==> config.mk <==
export PLATFORM = sky130hd
export DESIGN_NAME = uart_rx
export DESIGN_NICKNAME = d
export VERILOG_FILES = /design/src/rtl/uart_pkg.sv /design/src/rtl/uart_rx_sync.sv /design/src/rtl/uart_rx.sv
export SDC_FILE = /design/constraint.sdc
export NUM_CORES = 1
export LEC_CHECK = 0
export BUFFER_PORTS_ARGS = -buffer_cell sky130_fd_sc_hd__buf_4
export CORE_MARGIN = 4
export CORE_UTILIZATION = 41
export CTS_CLUSTER_DIAMETER = 200
export CTS_CLUSTER_SIZE = 16
export DETAILED_ROUTE_END_ITERATION = 7
export PLACE_DENSITY = 0.61
export SYNTH_ARGS = -nofsm -noshare
export SYNTH_HDL_FRONTEND = slang
export SYNTH_SLANG_ARGS = --single-unit
==> constraint.sdc <==
create_clock -name clk -period 1.6 [get_ports clk]
set_clock_uncertainty 0.1 [all_clocks]
set_input_delay 0.32 -clock clk [delete_from_list [all_inputs] [get_ports clk]]
set_output_delay 0.32 -clock clk [all_outputs]
set_load 0.05 [all_outputs]
==> src/rtl/uart_pkg.sv <==
// ============================================================================
// uart_pkg : types and helpers shared by uart_tx and uart_rx
// Revision : 1.0
// ============================================================================
`default_nettype none

package uart_pkg;

    localparam int PARITY_NONE = 0;
    localparam int PARITY_EVEN = 1;

    typedef enum logic [2:0] {
        RX_IDLE   = 3'd0,
        RX_START  = 3'd1,
        RX_DATA   = 3'd2,
        RX_PARITY = 3'd3,
        RX_STOP   = 3'd4
    } rx_state_e;

    function automatic int baud_limit(input int clkf, input int baud);
        return (clkf / baud) - 1;
    endfunction

endpackage

`default_nettype wire

==> src/rtl/uart_rx_sync.sv <==
// ============================================================================
// uart_rx_sync : 2-flop synchronizer for the RX pin plus falling-edge detect
// Revision     : 1.0
// ============================================================================
`default_nettype none

module uart_rx_sync (
    input  logic clk,
    input  logic rstn,
    input  logic rxs_i,
    output logic rxs_s_o,
    output logic fall_o
);

    logic meta_q;
    logic rxs_s_q;
    logic prev_q;

    // Flops reset to the idle-high level so leaving reset never fakes an edge
    always_ff @(posedge clk) begin
        if (!rstn) begin
            meta_q  <= 1'b1;
            rxs_s_q <= 1'b1;
            prev_q  <= 1'b1;
        end else begin
            meta_q  <= rxs_i;
            rxs_s_q <= meta_q;
            prev_q  <= rxs_s_q;
        end
    end

    assign rxs_s_o = rxs_s_q;
    assign fall_o  = prev_q & ~rxs_s_q;

endmodule

`default_nettype wire

==> src/rtl/uart_rx.sv <==
// ============================================================================
// uart_rx : oversampling UART receiver with valid/ready output port
//           UART_RX_MAJORITY_EN selects a 2-of-3 vote around each sample point
// Revision : 1.0
// ============================================================================
`default_nettype none

module uart_rx
    import uart_pkg::*;
#(
    parameter int BAUD   = 921600,
    parameter int CLKF   = 100000000,
    parameter int DLEN   = 8,
    parameter int PARITY = 0
) (
    input  logic            clk,
    input  logic            rstn,
    input  logic            i_rxs,
    output logic            o_rvalid,
    input  logic            i_rready,
    output logic [DLEN-1:0] o_rdata,
    output logic            o_perr,
    output logic            o_ferr,
    output logic            o_overrun
);

    localparam int BAUD_LIMIT = baud_limit(CLKF, BAUD);
    localparam int HALF_LIMIT = BAUD_LIMIT / 2;
    localparam int CW         = (BAUD_LIMIT > 0) ? $clog2(BAUD_LIMIT + 1) : 1;
    localparam int BW         = (DLEN > 1) ? $clog2(DLEN) : 1;
    localparam logic [CW-1:0] CNT_FULL = CW'(BAUD_LIMIT);
    localparam logic [CW-1:0] CNT_HALF = CW'(HALF_LIMIT);
    localparam logic [BW-1:0] BIT_LAST = BW'(DLEN - 1);

    logic rxs_s;
    logic fall;
    logic start;
    logic sample;

    uart_rx_sync u_sync (
        .clk     (clk),
        .rstn    (rstn),
        .rxs_i   (i_rxs),
        .rxs_s_o (rxs_s),
        .fall_o  (fall)
    );

`ifdef UART_RX_MAJORITY_EN
    // Whole receiver runs one cycle late so the vote can see limit+1
    logic [1:0] hist_q;
    logic       fall_dly_q;

    always_ff @(posedge clk) begin
        if (!rstn) begin
            hist_q     <= 2'b11;
            fall_dly_q <= 1'b0;
        end else begin
            hist_q     <= {hist_q[0], rxs_s};
            fall_dly_q <= fall;
        end
    end

    assign start  = fall_dly_q;
    assign sample = (rxs_s & hist_q[0]) | (rxs_s & hist_q[1]) | (hist_q[0] & hist_q[1]);
`else
    assign start  = fall;
    assign sample = rxs_s;
`endif

    rx_state_e       state_q,   state_d;
    logic [CW-1:0]   cnt_q,     cnt_d;
    logic [BW-1:0]   bitcnt_q,  bitcnt_d;
    logic [DLEN-1:0] shift_q,   shift_d;
    logic            pfail_q,   pfail_d;
    logic            rvalid_q,  rvalid_d;
    logic [DLEN-1:0] rdata_q,   rdata_d;
    logic            perr_q,    perr_d;
    logic            ferr_q,    ferr_d;
    logic            overrun_q, overrun_d;

    always_ff @(posedge clk) begin
        if (!rstn) begin
            state_q   <= RX_IDLE;
            cnt_q     <= '0;
            bitcnt_q  <= '0;
            shift_q   <= '0;
            pfail_q   <= 1'b0;
            rvalid_q  <= 1'b0;
            rdata_q   <= '0;
            perr_q    <= 1'b0;
            ferr_q    <= 1'b0;
            overrun_q <= 1'b0;
        end else begin
            state_q   <= state_d;
            cnt_q     <= cnt_d;
            bitcnt_q  <= bitcnt_d;
            shift_q   <= shift_d;
            pfail_q   <= pfail_d;
            rvalid_q  <= rvalid_d;
            rdata_q   <= rdata_d;
            perr_q    <= perr_d;
            ferr_q    <= ferr_d;
            overrun_q <= overrun_d;
        end
    end

    always_comb begin
        state_d   = state_q;
        cnt_d     = cnt_q + 1'b1;
        bitcnt_d  = bitcnt_q;
        shift_d   = shift_q;
        pfail_d   = pfail_q;
        rvalid_d  = rvalid_q & ~i_rready;
        rdata_d   = rdata_q;
        perr_d    = perr_q;
        ferr_d    = ferr_q;
        overrun_d = 1'b0;

        case (state_q)
            RX_IDLE: begin
                cnt_d = '0;
                // The edge cycle itself is tick 0 of the half-bit wait
                if (start) begin
                    state_d = RX_START;
                    cnt_d   = CW'(1);
                end
            end
            RX_START: begin
                if (cnt_q == CNT_HALF) begin
                    cnt_d    = '0;
                    bitcnt_d = '0;
                    pfail_d  = 1'b0;
                    state_d  = sample ? RX_IDLE : RX_DATA;
                end
            end
            RX_DATA: begin
                if (cnt_q == CNT_FULL) begin
                    cnt_d             = '0;
                    shift_d           = shift_q >> 1;
                    shift_d[DLEN-1]   = sample;
                    bitcnt_d          = bitcnt_q + 1'b1;
                    if (bitcnt_q == BIT_LAST)
                        state_d = (PARITY == PARITY_EVEN) ? RX_PARITY : RX_STOP;
                end
            end
            RX_PARITY: begin
                if (cnt_q == CNT_FULL) begin
                    cnt_d   = '0;
                    pfail_d = sample ^ (^shift_q);
                    state_d = RX_STOP;
                end
            end
            RX_STOP: begin
                if (cnt_q == CNT_FULL) begin
                    cnt_d   = '0;
                    state_d = RX_IDLE;
                    if (!rvalid_q || i_rready) begin
                        rvalid_d = 1'b1;
                        rdata_d  = shift_q;
                        perr_d   = (PARITY == PARITY_NONE) ? 1'b0 : pfail_q;
                        ferr_d   = ~sample;
                    end else begin
                        overrun_d = 1'b1;
                    end
                end
            end
            default: begin
                state_d = RX_IDLE;
                cnt_d   = '0;
            end
        endcase
    end

    assign o_rvalid  = rvalid_q;
    assign o_rdata   = rdata_q;
    assign o_perr    = perr_q;
    assign o_ferr    = ferr_q;
    assign o_overrun = overrun_q;

endmodule

`default_nettype wire

==> metrics, run 1 <==
I/O Buffers=14; Final Util=56.96%; TritonCTS Buffers=5; CORE AREA=0.003442 mm^2; Final min period=1.626 ns; number of I/O pins=16; CTS tree=yes; initial detailed-routing violation count=33; Final Non-Filler Cells=236; Synth cell types=40; layout cells sized above 1=31.05%; Worst-path clk slew=0.07 ns; GR Util All Layers=14.54%; die height=68.82 um; Post-Syn Area per Cell=9.721 um^2; CTS Root Cell=clkbuf_8; Mapped Cells=156; mapped cell area=0.001516 mm^2; WP data arrival=1.75 ns; Final TNS setup=-0.06706 ns; die width=68.82 um; max-cap violations=0; CTS H-tree depth=2; hpwl dp=2137 um; FF-to-FF path depth=7; failing checks=negative setup slack; CTS Buffer Depth=2; worst setup margin=-0.02559 ns; most common flop cell mapped by yosys=dfxtp_1; CP max FO=4; Synth Net Count=164; DR pass1 iterations=4; worst r2r dst=bitcnt_q[1]; Synth Register Bits=35; worst skew pair latency=0.29 ns; DP Area=0.001795 mm^2; Clock Sinks=35; Vias/cell=5.025; via count=1186; Worst Setup EP=bitcnt_q[1]; RD Place Congestion=0.8975; area of the die=0.004736 mm^2; largest net degree at the start of global routing=21; Tot Pwr=1.783 mW; leakage=0.8906 nW; grt ovf=0; sequential fraction of the synthesis area=46.20%; final hold vios=0; Routed WL per cell=12.46 um; Worst Hold Class=input port to register; DRC=0; Crit path required time=1.72 ns; fillers=325; FFs w/ async S/R, synth=0%; Highest Clock Rate=615.2 MHz; EDFF count, synth=0; PD cells=909.3 mW/mm^2; number of diodes=0; Final Instance Area=0.001961 mm^2; Routed Wire Length=2940 um; placed instance count=226; WS Path Type=register to register; fin nets=197; row count=21; Worst VDD drop=0.0005663 V; Crit. Startpoint=cnt_q[1]; initial antenna violation count=0; Yosys warnings=0; vias in the first global route=1176; Setup crit start kind=register; global-route wire length before repair=5037 um; Slew Limit Fails=0; initial core utilization=44.06%; RR Startpoint=cnt_q[1]; Worst path slowest cell=dfxtp_4; ANT nets after route=0; crit end category=register; cells along the critical path=inv_2 -> ha_4 -> and4bb_2 -> nand4b_1 -> a21oi_2 -> buf_4 -> mux2i_1; RSZ-0062 raised after global routing=true; Worst R2R Setup Slack=-0.03 ns; Syn-to-layout area delta=29.29%; status=finished with violations; Final period util=101.6%; Max stage delay on crit path=0.36 ns; setup violators final=3; Post-CTS Hold Buffers=0
## worst max-delay path: cells and delay by family, from the launching register on
family | cells | cell delay [ns]
DFF | 1 | 0.36
and+or+nand+nor | 2 | 0.42
buffers and inverters | 2 | 0.21
adders and majority gates | 1 | 0.11
muxes | 1 | 0.17
AOI/OAI and AO/OA | 1 | 0.17
## per-stage QoR
stage                     hold WS, ns  worst slack [ns]
after floorplan                0.2863           0.01120
after global placement         0.2955           -0.1011
after detailed placement       0.2945           -0.2203
after CTS                      0.1011         -0.003275
after global routing           0.1221           -0.1417
final                          0.1123          -0.02559
## cell usage after synthesis, drive strengths merged (3+ instances only)
cell type   n  area share (%)
nand2      27             7.2
dfxtp      35              46
and3        3             1.3
clkbuf      4            0.99
xor2        3             1.7
nand2b      8             3.3
mux2i      20              13
a21oi       4             1.3
buf         5             2.6
nor2        9             2.2
ha          4             3.3
## logic make-up after synthesis
family | share of synthesized area, %
mux | 13.20
xor+xnor | 2.888
compound gates | 7.342
buf+inv | 3.794
other cells | 0.2473
simple gates | 23.02
fa+ha+maj | 3.300
flops | 46.20
## power by group
group | total (mW) | internal, mW | switching, mW
clock | 0.791 | 0.463 | 0.327
sequential | 0.893 | 0.880 | 0.0135
combinational | 0.0992 | 0.0512 | 0.0480
total | 1.78 | 1.39 | 0.389
## registers in the layout, indices dropped and copies added (netlist names)
signal / flops
shift_q: 8
o_overrun: 1
o_rvalid: 1
state_q: 3
u_sync.prev_q: 1
u_sync.rxs_s_o: 1
o_ferr: 1
o_rdata: 8
cnt_q: 7
u_sync.meta_q: 1
bitcnt_q: 3
## layout make-up
class / count / area (um^2) / share of cell area [%]
Tap cell: 46 / 57.56 / 2.936
Clock inverter: 3 / 43.79 / 2.234
Clock buffer: 5 / 68.82 / 3.510
Sequential cell: 35 / 708.2 / 36.12
Inverter: 1 / 3.754 / 0.1914
Multi-Input combinational cell: 111 / 799.5 / 40.78
Timing Repair Buffer: 35 / 279.0 / 14.23
## cell usage in the layout (no fill, tap or decap), drive strengths merged, types with 2 or more instances in the layout
master,Yosys,routed
dfxtp,35,35
buf,5,35
nand2,27,27
mux2i,20,20
nor2,9,9
nand2b,8,8
clkbuf,4,5
a21oi,4,4
ha,4,4
xor2,3,3
and3,3,3
a31oi,2,2
nand3,2,2
xnor2,2,2
nor3,2,2
nand3b,2,2
nand4b,2,2
o21a,2,2
and2,2,2
and4bb,2,2
a211oi,2,2
a21boi,2,2
or3,2,2
clkinv,0,2
## metal layers
layer  global-route usage [%]  wire length, um
met5                        0                0
met4                    6.569               47
met3                    5.024              112
met2                    24.79             1449
met1                    16.25             1331
## worst min path at each step
stage | end | cells past startpoint | startpoint
after floorplan | u_sync.rxs_s_o | 1 | u_sync.meta_q
after global placement | u_sync.rxs_s_o | 1 | u_sync.meta_q
after detailed placement | u_sync.rxs_s_o | 1 | u_sync.meta_q
after CTS | u_sync.meta_q | 2 | i_rxs
after global routing | u_sync.meta_q | 2 | i_rxs
final | u_sync.meta_q | 2 | i_rxs
## repair_timing
| action | CTS | global route |
|---|---|---|
| gates resized for setup | 10 | 4 |
| pin swaps | 4 | 3 |
| setup buffers | 1 | 2 |
| endpoints found under the setup margin | 27 | 18 |
(Power assumes the default switching activity.)
==> inputs of run 2 (changes only) <==
Settings changed: SKIP_CTS_REPAIR_TIMING set to 1.
==> run 2 against run 1 <==
  * The flow still finishes with violations (negative setup slack)
  * Worst setup slack better by 0.019 ns
  * Cell area increased by 0.96%
  * Critical path depth did not move
  * Final cell count up 0.42%
  * Global-route usage is 0.41 points lower
  * Routed wire length decreased by 0.27%
  * Die area unchanged
  * Clock-buffer cell count is the same
  * Non-clock buffer count rose by 1
  * Register-to-register slack improved by 0.02 ns
  * Power about the same
  * Critical endpoint unchanged
==> metrics, run 2 (synthesis results as in run 1) <==
WP data arrival=1.73 ns (was 1.75 ns); Syn-to-layout area delta=30.53% (was 29.29%); CTS tree=yes (unchanged); Sw Share=21.87% (was 21.80%); CORE AREA=0.003442 mm^2 (unchanged); commonest cells after routing, fill and taps aside=33 x buf_4, 32 x dfxtp_1, 26 x nand2_1, 20 x mux2i_1, 9 x nor2_1 (was 33 x dfxtp_1, 33 x buf_4, 26 x nand2_1, 20 x mux2i_1, 9 x nor2_1); Slew Limit Fails=0 (unchanged); worst skew pair latency=0.29 ns (about the same); I/O Buffers=14 (unchanged); Routed WL per cell=12.37 um (was 12.46 um); final hold vios=0 (unchanged); WS Path Type=register to register (unchanged); TritonCTS Buffers=5 (unchanged); Clock Sinks=35 (unchanged); GR Util All Layers=14.14% (was 14.54%); die height=68.82 um (unchanged); setup violators final=8 (was 3); Comb power frac=5.5% (was 5.6%); WHS=0.1114 ns (was 0.1123 ns); hpwl dp=2137 um (unchanged); CTS Root Cell=clkbuf_8 (unchanged); CTS H-tree depth=2 (unchanged); Routed Wire Length=2932 um (was 2940 um); worst setup margin=-0.006576 ns (was -0.02559 ns); die width=68.82 um (unchanged); Final Util=57.51% (was 56.96%); Internal Power=1.392 mW (was 1.394 mW); initial antenna violation count=0 (unchanged); crit end category=register (unchanged); Final min period=1.607 ns (was 1.626 ns); Max stage delay on crit path=0.36 ns (about the same); commonest non-fill, non-tap cell in the layout=buf_4; fin nets=198 (was 197); Worst VDD drop=0.0005626 V (was 0.0005663 V); largest net degree at the start of global routing=21 (unchanged); area of the die=0.004736 mm^2 (unchanged); status=finished with violations (unchanged); CTS Buffer Depth=2 (unchanged); Highest Clock Rate=622.4 MHz (was 615.2 MHz); Final Non-Filler Cells=237 (was 236); NetSw=0.3898 mW (was 0.3887 mW); RD Place Congestion=0.8975 (unchanged); ANT nets after route=0 (unchanged); DR pass1 iterations=4 (unchanged); Final period util=100.4% (was 101.6%); initial detailed-routing violation count=41 (was 33); Final TNS setup=-0.01916 ns (was -0.06706 ns); DP Worst Slack=-0.2203 ns (unchanged); failing checks=negative setup slack (unchanged); number of diodes=0 (unchanged); via count=1190 (was 1186); leakage=0.9003 nW (was 0.8906 nW); Worst Hold Class=input port to register (unchanged); initial core utilization=44.06% (unchanged); Seq pwr share=50.1% (about the same); PD cells=900.4 mW/mm^2 (was 909.3 mW/mm^2); row count=21 (unchanged); DRC=0 (unchanged); cells along the critical path=inv_4 -> ha_4 -> and4bb_2 -> nand4b_1 -> a21oi_2 -> buf_4 -> mux2i_1 (was inv_2 -> ha_4 -> and4bb_2 -> nand4b_1 -> a21oi_2 -> buf_4 -> mux2i_1); Crit path required time=1.72 ns (about the same); vias in the first global route=1160 (was 1176); max-cap violations=0 (unchanged); Setup crit start kind=register (unchanged); grt ovf=0 (unchanged); number of I/O pins=16 (unchanged); layout cells sized above 1=31.94% (was 31.05%); RSZ-0062 raised after global routing=true (unchanged); placed instance count=226 (unchanged); Clock Power Share=44.4% (was 44.3%); global-route wire length before repair=4905 um (was 5037 um); CP max FO=4 (unchanged); Worst-path clk slew=0.07 ns (about the same); Worst path slowest cell=dfxtp_4 (unchanged); Vias/cell=5.021 (was 5.025)
==> run 2: cell types whose count changed in the layout (fill, tap and decap cells not counted), sizes merged <==
cell	before	now
buf	35	36
==> run 2: power by group through the flow <==
| stage | sequential (mW) | clock (mW) | combinational (mW) |
|---|---|---|---|
| floorplan | 0.907 | 0 | 0.0604 |
| global placement | 0.912 | 0 | 0.0842 |
| detailed placement | 0.913 | 0 | 0.0860 |
| CTS | 0.893 | 0.809 | 0.0865 |
| finish | 0.892 | 0.791 | 0.0985 |
| global route | 0.894 | 0.847 | 0.111 |
==> run 2: critical path, delay by kind of cell, from the launching register on <==
kind	cells	cell delay, ns
AND/OR/NAND/NOR	2	0.42
flip-flops	1	0.36
buffers and inverters	2	0.20
multiplexers	1	0.17
AO/OA/AOI/OAI	1	0.16
adder cells (fa/ha/maj)	1	0.11
==> run 2: path summary, 6_finish.rpt <==
path | start | end | slack (ns) | cells past startpoint
worst max-delay path | cnt_q[1] | bitcnt_q[1] | -0.007 | 7
worst min-delay path | i_rxs | u_sync.meta_q | 0.11 | 2
worst max register to register | cnt_q[1] | bitcnt_q[1] | -0.007 | 7
worst min register to register | u_sync.meta_q | u_sync.rxs_s_o | 0.32 | 1
==> run 2: area by class of cell <==
cell class,instances,area [um^2]
clock inverters,3,43.79
fillers,321,1463
inverters,1,6.256
well taps,46,57.56
repair buffers,36,294.0
multi-input cells,111,799.5
flip-flops and latches,35,709.4
clock buffers,5,68.82
==> run 2: metal layers <==
layer	track usage, %	part of all wire (%)	vias up
li1	-	-	603
met3	5.024	3.7	4
met5	0	0	-
met1	16.05	45	566
met2	23.60	50	17
met4	6.569	1.6	0
==> run 2: metrics by stage <==
stage / cell area (um^2) / power (mW)
6_report: 1979 / 1.782
5_1_grt: 1979 / 1.853
4_1_cts: 1908 / 1.788
3_5_place_dp: 1795 / 0.9991
3_3_place_gp: 1795 / 0.9965
2_1_floorplan: 1531 / 0.9676
==> inputs of run 3 (changes only) <==
--- a/config.mk
+++ b/config.mk
@@ -7,4 +7,5 @@
 export LEC_CHECK = 0
 export BUFFER_PORTS_ARGS = -buffer_cell sky130_fd_sc_hd__buf_4
+export CORE_ASPECT_RATIO = 0.75
 export CORE_MARGIN = 4
 export CORE_UTILIZATION = 41
==> constraint.sdc (replaced) <==
create_clock -name clk -period 1.6 [get_ports clk]
set_clock_uncertainty 0.1 [all_clocks]
set_input_delay 0.24 -clock clk [delete_from_list [all_inputs] [get_ports clk]]
set_output_delay 0.24 -clock clk [all_outputs]
set_load 0.05 [all_outputs]
==> run 3 against run 2 <==
  * The run still ends with negative setup slack left
  * Cell area fell by 1.6%
  * Global-route usage decreased by 0.63 points
  * Clock power decreased by 24%
  * Core utilization is 0.60 points lower
  * Sequential power hardly changed
  * Sequential cell count unchanged
  * Combinational power is 4.5% lower
  * Final cell count grew 0.42%
  * Clock-buffer cell count rose by 1
  * Sequential share of layout area grew 0.58 points
  * Power is 11% lower
  * Critical path type unchanged
==> metrics, run 3 (synthesis results as in run 1) <==
Worst Hold Class=input port to register (unchanged); layout cells sized above 1=31.38% (was 31.94%); commonest cells after routing, fill and taps aside=32 x dfxtp_1, 31 x buf_4, 26 x nand2_1, 20 x mux2i_1, 9 x nor2_1 (was 33 x buf_4, 32 x dfxtp_1, 26 x nand2_1, 20 x mux2i_1, 9 x nor2_1); CP max FO=8 (was 4); TritonCTS Buffers=5 (unchanged); Syn-to-layout area delta=28.47% (was 30.53%); number of diodes=0 (unchanged); largest net degree at the start of global routing=31 (was 21); crit end category=register (unchanged); status=finished with violations (unchanged); Final min period=1.611 ns (was 1.607 ns); cells along the critical path=and4bb_4 -> nand2_4 -> or3_4 -> buf_8 -> mux2i_1 (was inv_4 -> ha_4 -> and4bb_2 -> nand4b_1 -> a21oi_2 -> buf_4 -> mux2i_1); Seq pwr share=56.2% (was 50.1%); PD cells=815.3 mW/mm^2 (was 900.4 mW/mm^2); RSZ-0062 raised after global routing=true (unchanged); Worst-path clk slew=0.07 ns (about the same); Routed Wire Length=2894 um (was 2932 um); Clock Sinks=35 (unchanged); worst skew pair latency=0.28 ns (was 0.29 ns); DRC=0 (unchanged); Final Non-Filler Cells=238 (was 237); number of I/O pins=16 (unchanged); initial detailed-routing violation count=46 (was 41); Max stage delay on crit path=0.39 ns (was 0.36 ns); Crit path required time=1.68 ns (was 1.72 ns); initial core utilization=44.30% (was 44.06%); area of the die=0.004746 mm^2 (was 0.004736 mm^2); Comb power frac=5.9% (was 5.5%); Setup crit start kind=register (unchanged); Final period util=100.7% (was 100.4%); Worst VDD drop=0.0006174 V (was 0.0005626 V); Crit path max-delay family=simple AND/OR/NAND/NOR gates (unchanged); NetSw=0.3613 mW (was 0.3898 mW); failing checks=negative setup slack (unchanged); die height=60.67 um (was 68.82 um); max-cap violations=0 (unchanged); leakage=0.8741 nW (was 0.9003 nW); row count=18 (was 21); initial antenna violation count=0 (unchanged); Internal Power=1.227 mW (was 1.392 mW); Buf/Inv on CP=1 (was 2); Highest Clock Rate=620.8 MHz (was 622.4 MHz); area occupied by multi-input gates=819.5 um^2 (was 799.5 um^2); commonest non-fill, non-tap cell in the layout=dfxtp_1 (was buf_4); CORE AREA=0.003423 mm^2 (was 0.003442 mm^2); DR pass1 iterations=4 (unchanged); ANT nets after route=0 (unchanged); CTS H-tree depth=2 (unchanged); GR Util All Layers=13.51% (was 14.14%); worst setup margin=-0.01071 ns (was -0.006576 ns); DP Worst Slack=-0.1291 ns (was -0.2203 ns); fillers=325 (was 321); CTS tree=yes (unchanged); Vias/cell=4.710 (was 5.021); Final TNS setup=-0.04557 ns (was -0.01916 ns); via count=1121 (was 1190); Sw Share=22.75% (was 21.87%); die width=78.23 um (was 68.82 um); hpwl dp=2102 um (was 2137 um); Slew Limit Fails=0 (unchanged); fin nets=195 (was 198); WS Path Type=register to register (unchanged); global-route wire length before repair=4857 um (was 4905 um); grt ovf=0 (unchanged); WP data arrival=1.69 ns (was 1.73 ns); Routed WL per cell=12.16 um (was 12.37 um); CTS Buffer Depth=2 (unchanged); CTS Root Cell=clkbuf_8 (unchanged); placed instance count=229 (was 226); setup violators final=8 (unchanged); FF+latch area=709.4 um^2 (unchanged); final hold vios=0 (unchanged); I/O Buffers=14 (unchanged); RD Place Congestion=0.8840 (was 0.8975); Worst path slowest cell=and4bb_4 (was dfxtp_4); Clock Power Share=37.9% (was 44.4%); vias in the first global route=1129 (was 1160)
run 3: path summary, 6_finish.rpt:
| path | endpoint | slack [ns] | cells past startpoint | start |
|---|---|---|---|---|
| setup / recovery | shift_q[5] | -0.01 | 5 | cnt_q[2] |
| hold / removal | u_sync.meta_q | 0.04 | 2 | i_rxs |
| setup reg to reg | shift_q[5] | -0.01 | 5 | cnt_q[2] |
| hold reg to reg | u_sync.rxs_s_o | 0.31 | 1 | u_sync.meta_q |
run 3: through the flow:
step | power (mW) | area, um^2 | hold slack (ns) | utilization, %
after floorplan | 0.9676 | 1531 | 0.2337 | -
after global placement | 0.9921 | 1793 | 0.2965 | 52.38
after detailed placement | 0.9934 | 1793 | 0.2957 | 52.38
after CTS | 1.594 | 1878 | 0.03706 | 54.86
after global routing | 1.654 | 1948 | 0.03618 | 56.91
final | 1.588 | 1948 | 0.04380 | 56.91
run 3: routing by layer:
layer / wire (um) / share of wire [%] / up-vias / global-route usage, %
met4: 50 / 1.7 / 0 / 7.980
met5: 0 / 0 / - / 0
met2: 1290 / 45 / 19 / 22.44
met3: 133 / 4.6 / 4 / 4.896
met1: 1420 / 49 / 503 / 15.36
li1: - / - / 595 / -
run 3: final cells by class:
class / instances / area share [%]
clock buffers: 6 / 3.725
well taps: 50 / 3.211
repair buffers: 33 / 13.74
flip-flops and latches: 35 / 36.42
inverters: 1 / 0.1927
multi-input cells: 111 / 42.07
clock inverters: 2 / 0.6423
run 3: power by group through the flow:
stage / Clock [mW] / Combinational [mW] / Sequential (mW)
global placement: 0 / 0.0810 / 0.911
floorplan: 0 / 0.0604 / 0.907
global route: 0.658 / 0.103 / 0.893
CTS: 0.620 / 0.0819 / 0.892
finish: 0.602 / 0.0941 / 0.892
detailed placement: 0 / 0.0815 / 0.912
